**src/rtl/mem_wb_stage.sv**
```systemverilog
// MEM/WB pipeline register and write-back stage of the 5-stage RV32I pipeline.
// Holds the MEM-stage result bundle, extracts load data and drives the
// register-file write port (rd / DataWr / RUWr). The register file writes on
// negedge, so every output here is derived only from the stage register and
// stays stable from posedge to posedge. Also keeps the retired-instruction
// counter.
module mem_wb_stage #(
  parameter int XLEN  = 32,
  parameter int CNT_W = 64
) (
  input  logic             clk,
  input  logic             rst_n,
  input  logic             stall,
  input  logic             flush,
  input  logic             in_valid,
  input  logic [4:0]       in_rd,
  input  logic             in_rf_wr,
  input  logic [1:0]       in_wb_sel,
  input  logic [2:0]       in_funct3,
  input  logic [1:0]       in_addr_lo,
  input  logic [XLEN-1:0]  in_alu_res,
  input  logic [XLEN-1:0]  in_load_word,
  input  logic [XLEN-1:0]  in_pc_plus4,
  output logic [4:0]       wb_rd,
  output logic [XLEN-1:0]  wb_data,
  output logic             wb_en,
  output logic             wb_valid,
  output logic [CNT_W-1:0] instret
);

  typedef enum logic [1:0] {
    WB_ALU  = 2'b00,
    WB_LOAD = 2'b01,
    WB_PC4  = 2'b10,
    WB_RSVD = 2'b11
  } wb_sel_e;

  localparam logic [2:0] F3_LB  = 3'b000;
  localparam logic [2:0] F3_LH  = 3'b001;
  localparam logic [2:0] F3_LBU = 3'b100;
  localparam logic [2:0] F3_LHU = 3'b101;

  typedef struct packed {
    logic            valid;
    logic [4:0]      rd;
    logic            rf_wr;
    wb_sel_e         wb_sel;
    logic [2:0]      funct3;
    logic [1:0]      addr_lo;
    logic [XLEN-1:0] alu_res;
    logic [XLEN-1:0] load_word;
    logic [XLEN-1:0] pc_plus4;
  } stage_t;

  stage_t           stage_q;
  stage_t           stage_d;
  logic [CNT_W-1:0] instret_q;
  logic [7:0]       ld_byte;
  logic [15:0]      ld_half;
  logic [XLEN-1:0]  ld_data;

  // Pack the incoming MEM-stage bundle; a bubble is simply in_valid=0.
  always_comb begin
    stage_d = '{
      valid:     in_valid,
      rd:        in_rd,
      rf_wr:     in_rf_wr,
      wb_sel:    wb_sel_e'(in_wb_sel),
      funct3:    in_funct3,
      addr_lo:   in_addr_lo,
      alu_res:   in_alu_res,
      load_word: in_load_word,
      pc_plus4:  in_pc_plus4
    };
  end

  // Stage register: flush beats stall, stall beats capture.
  // NOTE: state uses non-blocking assignments with an async reset so every
  // flop samples pre-edge values and clears the moment rst_n falls.
  always_ff @(posedge clk or negedge rst_n) begin
    if (!rst_n) begin
      stage_q <= '0;
    end else if (flush) begin
      stage_q <= '0;
    end else if (!stall) begin
      stage_q <= stage_d;
    end
  end

  // Count an instruction when the valid held entry leaves the stage.
  always_ff @(posedge clk or negedge rst_n) begin
    if (!rst_n) begin
      instret_q <= '0;
    end else if (stage_q.valid && (!stall || flush)) begin
      instret_q <= instret_q + CNT_W'(1);
    end
  end

  // Load alignment and sign/zero extension; halfword ignores addr_lo[0].
  // NOTE: every always_comb output gets a default first so no path can
  // leave it unassigned and infer a latch.
  always_comb begin
    ld_data = stage_q.load_word;
    ld_byte = stage_q.load_word[{stage_q.addr_lo, 3'b000} +: 8];
    ld_half = stage_q.addr_lo[1] ? stage_q.load_word[31:16]
                                 : stage_q.load_word[15:0];
    case (stage_q.funct3)
      F3_LB:   ld_data = {{(XLEN-8){ld_byte[7]}}, ld_byte};
      F3_LBU:  ld_data = {{(XLEN-8){1'b0}}, ld_byte};
      F3_LH:   ld_data = {{(XLEN-16){ld_half[15]}}, ld_half};
      F3_LHU:  ld_data = {{(XLEN-16){1'b0}}, ld_half};
      default: ld_data = stage_q.load_word;
    endcase
  end

  // Write-back value select; the reserved encoding writes zero.
  always_comb begin
    wb_data = '0;
    case (stage_q.wb_sel)
      WB_ALU:  wb_data = stage_q.alu_res;
      WB_LOAD: wb_data = ld_data;
      WB_PC4:  wb_data = stage_q.pc_plus4;
      default: wb_data = '0;
    endcase
  end

  // x0 and the reserved select never write; a stalled entry rewrites the
  // same value each cycle, which the register file tolerates.
  assign wb_en    = stage_q.valid & stage_q.rf_wr & (stage_q.rd != 5'd0)
                  & (stage_q.wb_sel != WB_RSVD);
  assign wb_rd    = stage_q.rd;
  assign wb_valid = stage_q.valid;
  assign instret  = instret_q;

endmodule

```
**config.mk**
```make
export PLATFORM = sky130hd
export DESIGN_NAME = mem_wb_stage
export DESIGN_NICKNAME = d
export VERILOG_FILES = /design/src/rtl/mem_wb_stage.sv
export SDC_FILE = /design/constraint.sdc
export NUM_CORES = 1
export LEC_CHECK = 0
export BUFFER_PORTS_ARGS = -buffer_cell sky130_fd_sc_hd__buf_2
export CAP_MARGIN = 20
export CORE_MARGIN = 1
export CORE_UTILIZATION = 35
export CTS_BUF_LIST = sky130_fd_sc_hd__clkbuf_4 sky130_fd_sc_hd__clkbuf_8
export CTS_CLUSTER_DIAMETER = 80
export DETAILED_ROUTE_END_ITERATION = 12
export PLACE_DENSITY = 0.61
export SLEW_MARGIN = 20
export SYNTH_ARGS = -nofsm -noshare
export SYNTH_HDL_FRONTEND = slang
export SYNTH_SLANG_ARGS = --single-unit
```
**constraint.sdc**
```tcl
create_clock -name clk -period 1.9 [get_ports clk]
set_input_delay 0 -clock clk [delete_from_list [all_inputs] [get_ports clk]]
set_output_delay 0 -clock clk [all_outputs]
set_load 0.05 [all_outputs]
```
==> impl_metrics.json, run 1 <==
{
  "worstPathMaxFanout": 8,
  "worstPathRequired_ps": 1900,
  "min_period_ps": 2300,
  "async_flop_share_pct": 100,
  "cts.sinks": 174,
  "antenna_found_initial": 2,
  "report.power.total_w": 0.00872,
  "drtIter0Drc": 482,
  "ys_types": 46,
  "drt_wl_total_um": 27800,
  "ir_worst_vdd_v": 0.000459,
  "outcome": "finished with violations",
  "startpoint_type": "flip-flop",
  "grt_usage_pct": 21.8,
  "gp_congestion": 0.924,
  "yosys_warnings": 0,
  "core_um2": 24400,
  "rows": 57,
  "worst_ep_arrival_time_ps": 2300,
  "reg2reg_depth": 4,
  "post-route-period-util_pct": 121,
  "die_h_um": 160,
  "die_x_um": 160,
  "grt_max_degree": 112,
  "violations": "negative setup slack",
  "final.setup.worst_slack_ps": -402,
  "clk_pin_slew_ps": 100,
  "synthesis.area_um2": 8730,
  "die_area_um2": 25600,
  "synth_compound_area_share_pct": 5.36,
  "min_path_type": "in2async",
  "p_sw_w": 0.00281,
  "tightest_slew_ps": 968,
  "vias_per_cell": 5.05,
  "synth_simple_gate_area_share_pct": 17.3,
  "p_int_w": 0.00592,
  "ys_seq_area_share_pct": 49.9,
  "clk_latency_ps": 460,
  "critPathKind": "reg2out",
  "firstDrtPassIters": 5,
  "finClkSkew_ps": 15.1,
  "sequentialPowerShare_pct": 46.9,
  "dp.final_hpwl_um": 18600,
  "synth_fa_ha_area_share_pct": 0.143,
  "switching_share_pct": 32.2,
  "power_frac_comb_pct": 23.2,
  "drive_above_1_share_pct": 36.8,
  "max-cap-violations": 0,
  "multi_input_area_um2": 4510,
  "grt_remaining_overflow": 0,
  "initial_core_util_pct": 35.8,
  "htreeDepth": 4,
  "p_clk_share_pct": 29.9,
  "avgRoutedWirePerCell_um": 18.1,
  "nets": 1313,
  "clockBufferDepth": 2,
  "synth_edf_count": 0,
  "synth_mux_area_share_pct": 17.8,
  "ff_latch_area_um2": 4410,
  "synth_nets": 942,
  "mostFrequentLayoutCells": "buf_2 (180), mux2i_1 (144), nor2_1 (129)",
  "ant_nets": 0,
  "grt_pass1_vias": 7827,
  "vias": 7757,
  "layout_commonest_cell": "buf_2",
  "netlist_instances": 827,
  "portBuffers": 216,
  "yosys.area_share.xor_xnor_pct": 6.32,
  "whs_ps": 110,
  "cts-buffers-inserted": 17,
  "powerDensity_nw_per_um2": 679,
  "nFillCells": 2165,
  "synth_flop_cell": "dfrtp_1",
  "synth_top_family_by_area": "multiplexers",
  "io_pins": 217,
  "grt_pass1_wl_um": 43600,
  "ys_seq_elements": 174,
  "fin_cells": 1536,
  "leakagePower_nw": 6.22,
  "dp_cells": 1371,
  "finalMaxSlewViolations": 0,
  "drc": 0,
  "slew_headroom_pct": 35.5,
  "cts_tree": "done",
  "root_buffer": "clkbuf_8",
  "syn_avg_cell_area_um2": 10.6,
  "rsz0062_at_grt": "true",
  "hold_viol_final": 0,
  "clock.fmax_mhz": 434,
  "setup_viol": 32,
  "areaGrowthSynthToFinish_pct": 47.2,
  "end_kind": "output port"
}
area by class of cell:
cell class | instances | area share, %
clock inverters | 10 | 0.809
flip-flops and latches | 174 | 34.3
repair buffers | 405 | 23.9
multi-input cells | 586 | 35.1
inverters | 14 | 0.409
well taps | 324 | 3.16
diodes | 1 | 0.0195
clock buffers | 22 | 2.26
per-layer routing:
| metal | share of wire, % | track usage, % |
|---|---|---|
| met5 | 0.047 | 0 |
| met2 | 47 | 34.2 |
| met4 | 2.0 | 6.15 |
| met1 | 44 | 29.5 |
| met3 | 7.0 | 5.95 |
power groups by stage:
stage | Clock (W) | Combinational, W | Sequential [W]
floorplan | 0 | 0.000913 | 0.00429
detailed placement | 0 | 0.00167 | 0.00416
finish | 0.00261 | 0.00202 | 0.00409
global placement | 0 | 0.00166 | 0.00415
CTS | 0.00272 | 0.00199 | 0.00409
global route | 0.00286 | 0.00216 | 0.00412
through the flow:
step	area, um^2	setup WS (ps)	util, %	TNS (ps)
global route	12800	-487	52.7	-13100
CTS	12600	-375	51.5	-9380
finish	12800	-402	52.7	-10260
detailed placement	10700	-85.0	43.9	-187
global placement	10700	-29.1	43.9	-29.1
floorplan	8930	-17.6	-	-97.4
final timing paths:
| kind | startpoint | slack, ps | end |
|---|---|---|---|
| worst max-delay path | stage_q[96]$_DFFE_PN0N_ | -400 | wb_data[23] |
| worst min-delay path | rst_n | 110 | stage_q[12]$_DFFE_PN0N_ |
| worst max register to register | instret[31]$_DFFE_PN0P_ | 60 | instret[61]$_DFFE_PN0P_ |
| worst min register to register | instret[7]$_DFFE_PN0P_ | 480 | instret[7]$_DFFE_PN0P_ |
| max in group asynchronous | rst_n | 380 | stage_q[102]$_DFFE_PN0N_ |
| min in group clk | flush | 110 | stage_q[74]$_DFFE_PN0N_ |
registers in the layout, summed over array words and instances (netlist names):
register,flops
wb_rd,5
stage_q,104
instret,64
wb_valid,1
synth_stat cells, types with 6 or more instances:
cell / n / area [um^2]
inv_1: 14 / 52.6
o21ai_0: 15 / 75.1
xnor2_1: 33 / 289
mux2i_1: 145 / 1450
nand4_1: 15 / 93.8
nor4_1: 14 / 87.6
nor3_1: 21 / 105
nand2_1: 48 / 180
and4_1: 6 / 52.6
nor2_1: 132 / 495
nor2b_1: 12 / 75.1
dfrtp_1: 174 / 4350
o211ai_1: 23 / 173
a21oi_1: 6 / 30.0
o221ai_1: 7 / 61.3
clkbuf_1: 29 / 109
nand3_1: 27 / 135
buf_1: 17 / 63.8
xor2_1: 30 / 263
critical path: stages, from the launching register on:
cell       delay, ps
dfrtp_1          450
mux2_4           350
mux2i_4          180
nor2_2            70
o2111ai_4        270
clkbuf_16        210
o211ai_1         100
buf_4            220
timing repair:
item / CTS / global route
resized for setup: 76 / 34
pin swaps: 11 / 13
endpoints found under the hold margin: 284 / 0
endpoints found under the setup margin: 32 / 54
gates cloned: 1 / 2
buffers inserted: 9 / 9
hold buffers: 112 / 0
logic make-up after synthesis:
group | Yosys count
adder cells (fa/ha/maj) | 1
buffers and inverters | 68
flip-flops | 174
AO/OA/AOI/OAI | 68
AND/OR/NAND/NOR | 302
multiplexers | 151
XOR/XNOR | 63
Note: power is estimated with default switching activity, not from simulation.
==> run 2, diff against run 1 <==
--- a/config.mk
+++ b/config.mk
@@ -12,7 +12,7 @@
 export CTS_BUF_LIST = sky130_fd_sc_hd__clkbuf_4 sky130_fd_sc_hd__clkbuf_8
 export CTS_CLUSTER_DIAMETER = 80
 export DETAILED_ROUTE_END_ITERATION = 12
-export PLACE_DENSITY = 0.61
+export PLACE_DENSITY = 0.59
 export SLEW_MARGIN = 20
 export SYNTH_ARGS = -nofsm -noshare
 export SYNTH_HDL_FRONTEND = slang
==> constraint.sdc (replaced) <==
create_clock -name clk -period 3 [get_ports clk]
set_input_delay 0 -clock clk [delete_from_list [all_inputs] [get_ports clk]]
set_output_delay 0 -clock clk [all_outputs]
set_load 0.05 [all_outputs]
==> run 2 against run 1 <==
- register-to-register slack improved by 840 ps
- clock power decreased by 29%
- sequential power decreased by 36%
- via count down 3.3%
- core utilization fell by 3.7 points
- the flow now finishes without violations
- global-route usage decreased by 0.77 points
- die area unchanged
- hold slack got worse by 61 ps
- critical path type unchanged
- sequential share of layout area grew 2.1 points
==> impl_metrics.json, run 2 (same netlist as run 1, synthesis figures left out) <==
{
  "outcome": "finished clean",
  "drive_above_1_share_pct": 23.6,
  "tightest_slew_ps": 861,
  "drtIter0Drc": 363,
  "min_path_type": "in2reg",
  "areaGrowthSynthToFinish_pct": 36.8,
  "critPathKind": "reg2out",
  "rsz0062_at_grt": "false",
  "utilization_pct": 48.9,
  "clk_pin_slew_ps": 100,
  "powerDensity_nw_per_um2": 466,
  "rows": 57,
  "drt_wl_total_um": 26900,
  "avgRoutedWirePerCell_um": 18.0,
  "worstPathCellList": "buf_4 > inv_1 > a21oi_1 > o21ai_0 > a221oi_1 > buf_2",
  "vias": 7503,
  "io_pins": 217,
  "setup_viol": 0,
  "antenna_found_initial": 0,
  "min_period_ps": 2770,
  "gp_congestion": 0.885,
  "dp.final_hpwl_um": 18200,
  "path_delay_family": "compound AO/OA/AOI/OAI gates",
  "drc": 0,
  "core_um2": 24400,
  "die_h_um": 160,
  "finClkSkew_ps": 20.4,
  "grt_pass1_vias": 7393,
  "worstPathRequired_ps": 3000,
  "clockBufferDepth": 2,
  "nets": 1274,
  "grt_usage_pct": 21.0,
  "root_buffer": "clkbuf_8",
  "mostFrequentLayoutCells": "buf_2 (213), dfrtp_1 (173), mux2i_1 (145)",
  "largest-register": "stage_q",
  "vias_per_cell": 5.02,
  "finalSetupTns_ps": 0,
  "grt_remaining_overflow": 0,
  "ir_worst_vdd_v": 0.000255,
  "die_x_um": 160,
  "cts-buffers-inserted": 17,
  "num_antenna_cells": 0,
  "worstPathMaxFanout": 11,
  "path_buf_inv": 3,
  "slew_headroom_pct": 42.6,
  "cts_tree": "done",
  "max-cap-violations": 0,
  "htreeDepth": 4,
  "grt_pass1_wl_um": 41800,
  "clock.fmax_mhz": 361,
  "cts.sinks": 174,
  "leakagePower_nw": 5.97,
  "initial_core_util_pct": 35.8,
  "ant_nets": 0,
  "end_kind": "output port",
  "cp_slowest_cell": "dfrtp_1",
  "cpPeakStageDelay_ps": 610,
  "largest_reg_flops": 104,
  "worst_ep_arrival_time_ps": 2770,
  "clk_latency_ps": 460,
  "hold_viol_final": 0,
  "finalMaxSlewViolations": 0,
  "startpoint_type": "flip-flop",
  "firstDrtPassIters": 4,
  "layout_commonest_cell": "buf_2",
  "portBuffers": 216,
  "grt_max_degree": 85,
  "die_area_um2": 25600,
  "post-route-period-util_pct": 92.5
}
==> run 2: final timing paths <==
check	from	end	slack (ps)	cells after the start
min reg2reg	instret[63]$_DFFE_PN0P_	instret[63]$_DFFE_PN0P_	470	1
max reg2reg	instret[33]$_DFFE_PN0P_	instret[59]$_DFFE_PN0P_	900	5
min	stall	stage_q[79]$_DFFE_PN0N_	50	3
min in group asynchronous	rst_n	stage_q[96]$_DFFE_PN0N_	150	2
max in group asynchronous	rst_n	instret[59]$_DFFE_PN0P_	1930	3
max	stage_q[97]$_DFFE_PN0N_	wb_data[9]	230	6
==> run 2: worst register-to-register path, stage by stage (launching register included) <==
cell and delay [ps]:
dfrtp_1 460, nand3_1 240, nor4_1 500, nand3_2 300, nor4_1 360, xnor2_1 160
==> run 2: metal layers <==
metal / vias to the layer above / part of all wire [%] / GRT usage (%)
met5: - / 0 / 0
met4: 0 / 1.7 / 5.41
met3: 27 / 6.3 / 5.17
met2: 284 / 46 / 32.7
met1: 3636 / 46 / 29.3
li1: 3556 / - / -
==> run 2: power breakdown <==
group | switching (W) | leakage, nW | internal [W]
logic | 0.000674 | 3.45 | 0.000428
registers | 0.000141 | 2.31 | 0.00246
clock network | 0.000986 | 0.216 | 0.000869
total | 0.00180 | 5.97 | 0.00376
==> run 2: area by class of cell <==
class	instances	area, um^2
Clock inverter	14	194
Fill cell	2299	12500
Sequential cell	174	4360
Inverter	14	52.6
Multi-Input combinational cell	585	4090
Clock buffer	18	241
Timing Repair Buffer	367	2590
Tap cell	324	405
==> run 2: timing repair <==
action / in CTS / in global routing
gates resized for setup: 0 / 0
hold buffers: 141 / 0
buffers inserted: 0 / 0
endpoints found under the hold margin: 192 / 0
==> run 2: metrics by stage <==
stage          hold WS [ps]  setup WS (ps)  total power (W)  area [um^2]  std cells
2_1_floorplan          -296            503          0.00325         8730        827
3_3_place_gp            132            915          0.00359        10100       1323
3_5_place_dp            133            908          0.00359        10100       1323
4_1_cts                27.7            346          0.00560        11900       1496
5_1_grt                21.2           42.8          0.00580        11900       1496
6_report               49.7            226          0.00556        11900       1496
==> run 3, diff against run 2 <==
--- a/config.mk
+++ b/config.mk
@@ -12,7 +12,9 @@
 export CTS_BUF_LIST = sky130_fd_sc_hd__clkbuf_4 sky130_fd_sc_hd__clkbuf_8
 export CTS_CLUSTER_DIAMETER = 80
 export DETAILED_ROUTE_END_ITERATION = 12
+export MAX_ROUTING_LAYER = met4
 export PLACE_DENSITY = 0.59
+export REMOVE_ABC_BUFFERS = 1
 export SLEW_MARGIN = 20
 export SYNTH_ARGS = -nofsm -noshare
 export SYNTH_HDL_FRONTEND = slang
==> constraint.sdc (replaced) <==
create_clock -name clk -period 3.6 [get_ports clk]
set_input_delay 0 -clock clk [delete_from_list [all_inputs] [get_ports clk]]
set_output_delay 0 -clock clk [all_outputs]
set_load 0.05 [all_outputs]
==> run 3 against run 2 <==
- critical path depth down 1
- sequential share of layout area shrank 0.22 points
- register-to-register slack gained 560 ps
- clock power down 21%
- global-route usage grew 0.20 points
- via count decreased by 0.21%
- clock skew down 6.1 ps
- combinational power down 17%
- critical path type unchanged
- largest power group unchanged
==> impl_metrics.json, run 3 (same netlist as run 1, synthesis figures left out) <==
{
  "outcome": "finished clean",
  "cts-buffers-inserted": 17,
  "finalMaxSlewViolations": 0,
  "antenna_found_initial": 2,
  "p_sw_w": 0.00146,
  "ant_nets": 0,
  "max-cap-violations": 0,
  "whs_ps": 10.5,
  "die_area_um2": 25600,
  "drtIter0Drc": 465,
  "tightest_slew_ps": 897,
  "drive_above_1_share_pct": 23.3,
  "cts.sinks": 174,
  "critPathKind": "reg2out",
  "firstDrtPassIters": 5,
  "htreeDepth": 4,
  "clk_pin_slew_ps": 90,
  "path_buf_inv": 2,
  "startpoint_type": "flip-flop",
  "mostFrequentLayoutCells": "buf_2 (213), dfrtp_1 (173), dlygate4sd3_1 (151)",
  "fin_area_um2": 12000,
  "setup_viol": 0,
  "p_clk_share_pct": 32.3,
  "cp_slowest_cell": "dfrtp_1",
  "end_kind": "output port",
  "min_path_type": "in2reg",
  "switching_share_pct": 32.2,
  "rows": 57,
  "ir_worst_vdd_v": 0.000172,
  "largest_reg_flops": 104,
  "clock.fmax_mhz": 361,
  "worst_ep_arrival_time_ps": 2770,
  "path_delay_family": "compound AO/OA/AOI/OAI gates",
  "cpPeakStageDelay_ps": 830,
  "dp.final_hpwl_um": 16700,
  "largest-register": "stage_q",
  "grt_pass1_vias": 7622,
  "grt_remaining_overflow": 0,
  "worstPathRequired_ps": 3600,
  "leakagePower_nw": 5.97,
  "multi_input_area_um2": 4090,
  "die_x_um": 160,
  "nFillCells": 2252,
  "avgRoutedWirePerCell_um": 17.0,
  "grt_max_degree": 92,
  "p_int_w": 0.00308,
  "finClkSkew_ps": 14.3,
  "worstPathCellList": "inv_1 > a21oi_1 > o21ai_0 > a221oi_1 > buf_2",
  "finalSetupTns_ps": 0,
  "clockBufferDepth": 2,
  "power_frac_comb_pct": 20.2,
  "root_buffer": "clkbuf_8",
  "slew_headroom_pct": 40.2,
  "initial_core_util_pct": 35.8,
  "drc": 0,
  "ff_latch_area_um2": 4360,
  "vias_per_cell": 4.97,
  "hold_viol_final": 0,
  "grt_pass1_wl_um": 41600,
  "powerDensity_nw_per_um2": 378,
  "post_cts_resized": 0,
  "core_um2": 24400,
  "min_period_ps": 2770,
  "portBuffers": 216,
  "grt_usage_pct": 21.2,
  "layout_commonest_cell": "buf_2",
  "drt_wl_total_um": 25600,
  "cts_tree": "done",
  "worstPathMaxFanout": 18,
  "clk_latency_ps": 460,
  "vias": 7487,
  "postPlaceCellArea_um2": 10100,
  "io_pins": 217,
  "sequentialPowerShare_pct": 47.5,
  "nets": 1282,
  "rsz0062_at_grt": "false",
  "die_h_um": 160,
  "areaGrowthSynthToFinish_pct": 37.6,
  "gp_congestion": 0.850,
  "post-route-period-util_pct": 76.9
}
## run 3: changes by cell type in the layout (fill, tap and decap cells not counted), sizes merged
cell and delta:
diode +2, dlygate4sd3 +10, bufinv -1, inv -1, buf -2, clkinv +3
clkinvlp -1
## run 3: stage by stage
step	setup WS [ps]	power, W	instances	utilization, %
3_5_place_dp	1380	0.00297	1321	41.3
6_report	831	0.00454	1506	49.2
5_1_grt	560	0.00475	1506	49.2
4_1_cts	851	0.00459	1504	49.2
2_1_floorplan	759	0.00265	773	-
3_3_place_gp	1420	0.00296	1321	41.3
## run 3: power by group through the flow
stage                     registers, W  logic (W)  clock network [W]
after floorplan                0.00228   0.000370                  0
after global placement         0.00220   0.000768                  0
after detailed placement       0.00220   0.000776                  0
after CTS                      0.00216   0.000917            0.00152
after global routing           0.00218   0.000984            0.00159
final                          0.00216   0.000915            0.00147
## run 3: what timing repair did
item                                   4_1_cts  5_1_grt
buffers inserted                             0        0
endpoints found under the hold margin      200        0
hold buffers                               151        0
## run 3: final timing paths
kind                                          from                       to  slack [ps]  depth (start not counted)
max                        stage_q[97]$_DFFE_PN0N_              wb_data[10]         830                          5
min                                          flush  stage_q[13]$_DFFE_PN0N_          10                          2
max reg2reg                instret[12]$_DFFE_PN0P_  instret[61]$_DFFE_PN0P_        1460                          5
min reg2reg                instret[63]$_DFFE_PN0P_  instret[63]$_DFFE_PN0P_         480                          1
max in group asynchronous                    rst_n   instret[8]$_DFFE_PN0P_        2460                          3
min in group asynchronous                    rst_n  stage_q[14]$_DFFE_PN0N_         170                          2
## run 3: area by class of cell
| cell class | count | share of cell area [%] |
|---|---|---|
| Sequential cell | 174 | 36.3 |
| Multi-Input combinational cell | 585 | 34.1 |
| Timing Repair Buffer | 375 | 22.3 |
| Tap cell | 324 | 3.38 |
| Clock buffer | 18 | 2.01 |
| Clock inverter | 14 | 1.47 |
| Inverter | 14 | 0.438 |
| Antenna cell | 2 | 0.0417 |
## run 3: metal layers
layer	track usage [%]	routed length (um)	up-vias
li1	-	-	3574
met1	27.2	11300	3648
met2	33.9	12300	243
met3	5.19	1690	22
met4	4.72	322	0
met5	-	0	-
